**src/rtl/uart_pkg.sv**
```systemverilog
`default_nettype none
// ============================================================================
// Module      : uart_pkg
// Description : Shared UART definitions: transmit FSM state encoding and the
//               default baud/frame constants used by the UART blocks.
// Revision    : 1.0 - initial release
// ============================================================================
package uart_pkg;

    // 100 MHz system clock / 115200 baud
    localparam int c_DEFAULT_CLKS_PER_BIT = 868;
    localparam int c_DEFAULT_WIDTH        = 8;

    // Transmit frame sequencing; PARITY is only visited when parity is enabled
    typedef enum logic [2:0] {
        IDLE   = 3'd0,
        START  = 3'd1,
        DATA   = 3'd2,
        PARITY = 3'd3,
        STOP   = 3'd4
    } uart_state_t;

endpackage : uart_pkg
`default_nettype wire

```
**src/rtl/uart_baud_counter.sv**
```systemverilog
`default_nettype none
// ============================================================================
// Module      : uart_baud_counter
// Description : Per-bit cycle counter. Counts 0..CLKS_PER_BIT-1 while enabled,
//               wraps automatically, and flags the last cycle of each bit.
// Revision    : 1.0 - initial release
// ============================================================================
module uart_baud_counter
    import uart_pkg::*;
#(
    parameter  int CLKS_PER_BIT = c_DEFAULT_CLKS_PER_BIT,
    localparam int CNT_W        = $clog2(CLKS_PER_BIT)
) (
    input  logic             clk,
    input  logic             rst,
    input  logic             i_clear,
    input  logic             i_enable,
    output logic [CNT_W-1:0] o_count,
    output logic             o_last
);

    localparam logic [CNT_W-1:0] c_LAST = CNT_W'(CLKS_PER_BIT - 1);

    logic [CNT_W-1:0] r_count;

    // Cycle counter: restarts on clear, wraps after the last cycle of a bit
    always_ff @(posedge clk) begin
        if (rst || i_clear) begin
            r_count <= '0;
        end else if (i_enable) begin
            r_count <= (r_count == c_LAST) ? '0 : r_count + CNT_W'(1);
        end
    end

    assign o_count = r_count;
    assign o_last  = (r_count == c_LAST);

endmodule : uart_baud_counter
`default_nettype wire

```
**src/rtl/uart_tx_engine.sv**
```systemverilog
`default_nettype none
// ============================================================================
// Module      : uart_tx_engine
// Description : UART transmitter fed directly from a FIFO. Pops one word per
//               frame, sends start, data (LSB first), optional parity and stop
//               bits, and chains frames back-to-back while data is available.
// Revision    : 1.0 - initial release
// ============================================================================
module uart_tx_engine
    import uart_pkg::*;
#(
    parameter int CLKS_PER_BIT = c_DEFAULT_CLKS_PER_BIT,
    parameter int WIDTH        = c_DEFAULT_WIDTH,
    parameter int PARITY_EN    = 0,
    parameter int PARITY_ODD   = 0
) (
    input  logic             CLK,
    input  logic             RST,
    input  logic             fifo_empty,
    input  logic [WIDTH-1:0] fifo_data,
    output logic             fifo_read,
    output logic             tx,
    output logic             busy
);

    localparam int                 c_CNT_W    = $clog2(CLKS_PER_BIT);
    localparam int                 c_IDX_W    = (WIDTH > 1) ? $clog2(WIDTH) : 1;
    localparam logic [c_IDX_W-1:0] c_LAST_IDX = c_IDX_W'(WIDTH - 1);
    localparam logic               c_PAR_EN   = (PARITY_EN != 0);
    localparam logic               c_PAR_ODD  = (PARITY_ODD != 0);

    uart_state_t          r_state;
    uart_state_t          w_state_next;
    logic [WIDTH-1:0]     r_shift;
    logic [WIDTH-1:0]     w_shift_next;
    logic [c_IDX_W-1:0]   r_bit_idx;
    logic [c_IDX_W-1:0]   w_bit_idx_next;
    logic                 r_parity;
    logic                 w_parity_next;
    logic                 r_tx;
    logic                 w_tx_next;
    logic                 w_fifo_read;
    logic                 w_baud_last;
    // Cycle count is exposed by the counter for observability; the FSM only
    // needs the last-cycle flag.
    logic [c_CNT_W-1:0]   w_cnt_unused;

    uart_baud_counter #(
        .CLKS_PER_BIT (CLKS_PER_BIT)
    ) u_baud (
        .clk      (CLK),
        .rst      (RST),
        .i_clear  (w_fifo_read),
        .i_enable (r_state != IDLE),
        .o_count  (w_cnt_unused),
        .o_last   (w_baud_last)
    );

    // Next-state, datapath and line-level decode; a pop always restarts a frame
    always_comb begin
        w_fifo_read    = !RST && !fifo_empty &&
                         ((r_state == IDLE) || ((r_state == STOP) && w_baud_last));
        w_state_next   = r_state;
        w_shift_next   = r_shift;
        w_bit_idx_next = r_bit_idx;
        w_parity_next  = r_parity;
        w_tx_next      = 1'b1;

        if (w_fifo_read) begin
            w_state_next   = START;
            w_shift_next   = fifo_data;
            w_bit_idx_next = '0;
            // Parity is taken from the whole word before it is shifted out
            w_parity_next  = (^fifo_data) ^ c_PAR_ODD;
        end else begin
            case (r_state)
                START: begin
                    if (w_baud_last) begin
                        w_state_next = DATA;
                    end
                end
                DATA: begin
                    if (w_baud_last) begin
                        if (r_bit_idx == c_LAST_IDX) begin
                            w_state_next = c_PAR_EN ? PARITY : STOP;
                        end else begin
                            w_bit_idx_next = r_bit_idx + c_IDX_W'(1);
                            w_shift_next   = r_shift >> 1;
                        end
                    end
                end
                PARITY: begin
                    if (w_baud_last) begin
                        w_state_next = STOP;
                    end
                end
                STOP: begin
                    if (w_baud_last) begin
                        w_state_next = IDLE;
                    end
                end
                default: begin
                    w_state_next = IDLE;
                end
            endcase
        end

        // tx is registered, so decode the level the line takes in the next state
        case (w_state_next)
            START:   w_tx_next = 1'b0;
            DATA:    w_tx_next = w_shift_next[0];
            PARITY:  w_tx_next = w_parity_next;
            default: w_tx_next = 1'b1;
        endcase
    end

    // State and datapath registers; reset abandons any frame in progress
    always_ff @(posedge CLK) begin
        if (RST) begin
            r_state   <= IDLE;
            r_shift   <= '0;
            r_bit_idx <= '0;
            r_parity  <= 1'b0;
            r_tx      <= 1'b1;
        end else begin
            r_state   <= w_state_next;
            r_shift   <= w_shift_next;
            r_bit_idx <= w_bit_idx_next;
            r_parity  <= w_parity_next;
            r_tx      <= w_tx_next;
        end
    end

    assign fifo_read = w_fifo_read;
    assign tx        = r_tx;
    assign busy      = (r_state != IDLE);

endmodule : uart_tx_engine
`default_nettype wire

```
**config.mk**
```make
export PLATFORM = sky130hd
export DESIGN_NAME = uart_tx_engine
export DESIGN_NICKNAME = d
export VERILOG_FILES = /design/src/rtl/uart_pkg.sv /design/src/rtl/uart_baud_counter.sv /design/src/rtl/uart_tx_engine.sv
export SDC_FILE = /design/constraint.sdc
export NUM_CORES = 1
export LEC_CHECK = 0
export ABC_AREA = 1
export CORE_UTILIZATION = 32
export DETAILED_ROUTE_END_ITERATION = 7
export DONT_BUFFER_PORTS = 1
export GPL_ROUTABILITY_DRIVEN = 1
export MAX_ROUTING_LAYER = met4
export PLACE_DENSITY_LB_ADDON = 0.12
export SKIP_CTS_REPAIR_TIMING = 1
export SLEW_MARGIN = 20
export SYNTH_ARGS = -nofsm -noshare
export SYNTH_HDL_FRONTEND = slang
export SYNTH_SLANG_ARGS = --single-unit
```
**constraint.sdc**
```tcl
create_clock -name CLK -period 2.32 [get_ports CLK]
set_input_delay 0.232 -clock CLK [delete_from_list [all_inputs] [get_ports CLK]]
set_output_delay 0.232 -clock CLK [all_outputs]
set_load 0.1 [all_outputs]
```
==> impl_metrics.ini <==
[die]
rows = 24
start_util = 0.345
dieArea_um2 = 5140
fp.dieH_um = 71.7
core_region_area_um2 = 4500
ios = 14
die_w_um = 71.7

[detailed_routing]
wl_per_cell_um = 10.1
first_iter_violations = 114
drc = 0
final_antenna_net_count = 0
firstDrtPassIters = 4
routed_wirelength_mm = 2.97
avgViaCountPerCell = 4.55
num_vias = 1332

[sta]
tightest_slew_ns = 0.357
tns_ns = 0
finalCriticalPeriod_ns = 2.07
rsz0062_at_grt = false
relSlewSlack = 0.760
finalCritPeriodShare = 0.892
final-setup-viol-count = 0
finalHoldViolCount = 0
finClkSkew_ns = 0.00405
drv_slew = 0
fmax_mhz = 483

[setup_path]
cp.required_ns = 2.09
rr_worst_depth = 10
cp.arrival_ns = 1.84
crit_type = register to output pin
start_kind = register
critPathCapture = fifo_read
regToRegEndpoint = u_baud.o_count[9]
r2r-start = u_baud.o_count[0]
end_kind = output pin
critPathLaunch = u_baud.o_count[0]
crit_fanout = 18
rrSetupSlack_ns = 0.56

[clocking]
numCtsBuffers = 3
clock-sinks = 26
clk_latency_ns = 0.27
h-tree-depth = 1
clk_pin_slew_ns = 0.09
cts_tree = yes
cts_buffer_depth = 2
root_buffer = clkbuf_8

[power_and_ir_drop]
power_frac_seq = 0.550
comb_power_share = 0.150
power_frac_clock = 0.300
powerDensity_nw_per_um2 = 516
leakagePower_uw = 0.000799
p_int_uw = 617
p_switching_uw = 235
ir_worst_vdd_uv = 188
switching_share = 0.276

[global_route]
track_usage = 0.134
grt_pass1_vias = 1240
antenna_found_initial = 0
grt_pass1_wl_mm = 5.23
grt_overflow_total = 0
grt_max_degree = 19

[min_path]
hold_class = input pin to register

[synthesis]
ys_types = 28
ys_seq_area_frac = 0.335
ys_seq_elements = 26
postSynthCellCount = 238
yosysWarningCount = 0
synth_nets = 252
syn_avg_cell_area_um2 = 6.52
syn_area_um2 = 1550

[place]
dp_hpwl_mm = 2.28
place_congestion = 0.733
io_buffers = 0

[cells_and_area]
utilization = 0.366
n_antenna_cell = 0
area_growth_pct = 6.20
nNetsFinal = 257
nFillCells = 503
layout_common_cells = nand2_1 (82), inv_1 (32), dfxtp_1 (26)
layout_commonest_cell = nand2_1
drive_above_1_share = 0.112

[outcome]
run_status = finished, final reports clean

[flow_run]
drv_cap = 0
power groups by stage:
stage               combinational, uW  clock (uW)  sequential [uW]
finish                            128         255              468
detailed placement                128           0              478
floorplan                         103           0              487
CTS                               129         269              468
global placement                  128           0              479
global route                      145         289              470
sequential cells by signal (all words and copies together), names as in the netlist:
signal / flops
r_bit_idx: 3
r_parity: 1
r_shift: 8
r_state: 3
tx: 1
u_baud.o_count: 10
how the worst min path moves through the flow:
stage	startpoint	end	cells after the start
CTS	RST	r_state[1]	1
global route	RST	r_parity	1
global placement	RST	r_shift[0]	1
floorplan	fifo_data[7]	r_shift[7]	2
detailed placement	RST	r_state[1]	1
finish	RST	r_shift[0]	1
layout make-up:
class	count	area [um^2]	area share
Clock buffer	3	41.3	0.0250
Inverter	38	150	0.0910
Multi-Input combinational cell	171	846	0.513
Sequential cell	26	520	0.316
Tap cell	52	65.1	0.0395
Timing Repair Buffer	3	26.3	0.0159
stage by stage:
stage | worst slack [ns] | cells | area [um^2] | hold WS [ns] | total power, uW
final | 0.251 | 293 | 1650 | 0.0192 | 851
after global routing | 0.0485 | 293 | 1650 | 0.00453 | 904
after CTS | 0.162 | 293 | 1650 | 0.00659 | 866
after detailed placement | 0.477 | 290 | 1600 | 0.304 | 607
after global placement | 0.495 | 290 | 1600 | 0.304 | 606
after floorplan | 0.536 | 238 | 1550 | 0.378 | 590
layer usage:
metal	track usage	wire (um)	vias to the layer above
li1	-	-	742
met1	0.169	1520	571
met2	0.209	1340	17
met3	0.0281	86	2
met4	0.0523	22	0
met5	-	0	-
cell families after synthesis:
family	synth area share
buf+inv	0.120
fa+ha+maj	0.0242
xor+xnor	0.0338
flops	0.335
simple gates	0.389
compound gates	0.0975
Yosys cell counts (all sizes together):
master | count | area [um^2]
a21oi | 9 | 45.0
ha | 3 | 37.5
nand3 | 11 | 67.6
inv | 35 | 131
and3 | 1 | 6.26
nor3 | 5 | 25.0
or2 | 1 | 6.26
a31oi | 6 | 37.5
o21ai | 10 | 53.8
dfxtp | 26 | 521
xnor2 | 2 | 17.5
buf | 2 | 22.5
clkbuf | 1 | 13.8
clkinv | 3 | 18.8
o21bai | 2 | 15.0
xor2 | 4 | 35.0
nand2 | 90 | 378
nor2 | 25 | 109
nand4 | 2 | 12.5
critical path: stages, from the launching register on:
cell      delay [ns]
dfxtp_1         0.36
ha_1            0.22
nand2_1         0.07
nor2_1          0.16
nand3_4         0.18
nand2_4         0.10
nand2_4         0.13
clkinv_2        0.12
buf_6           0.23
No activity file was read; power rests on OpenSTA's default activity.
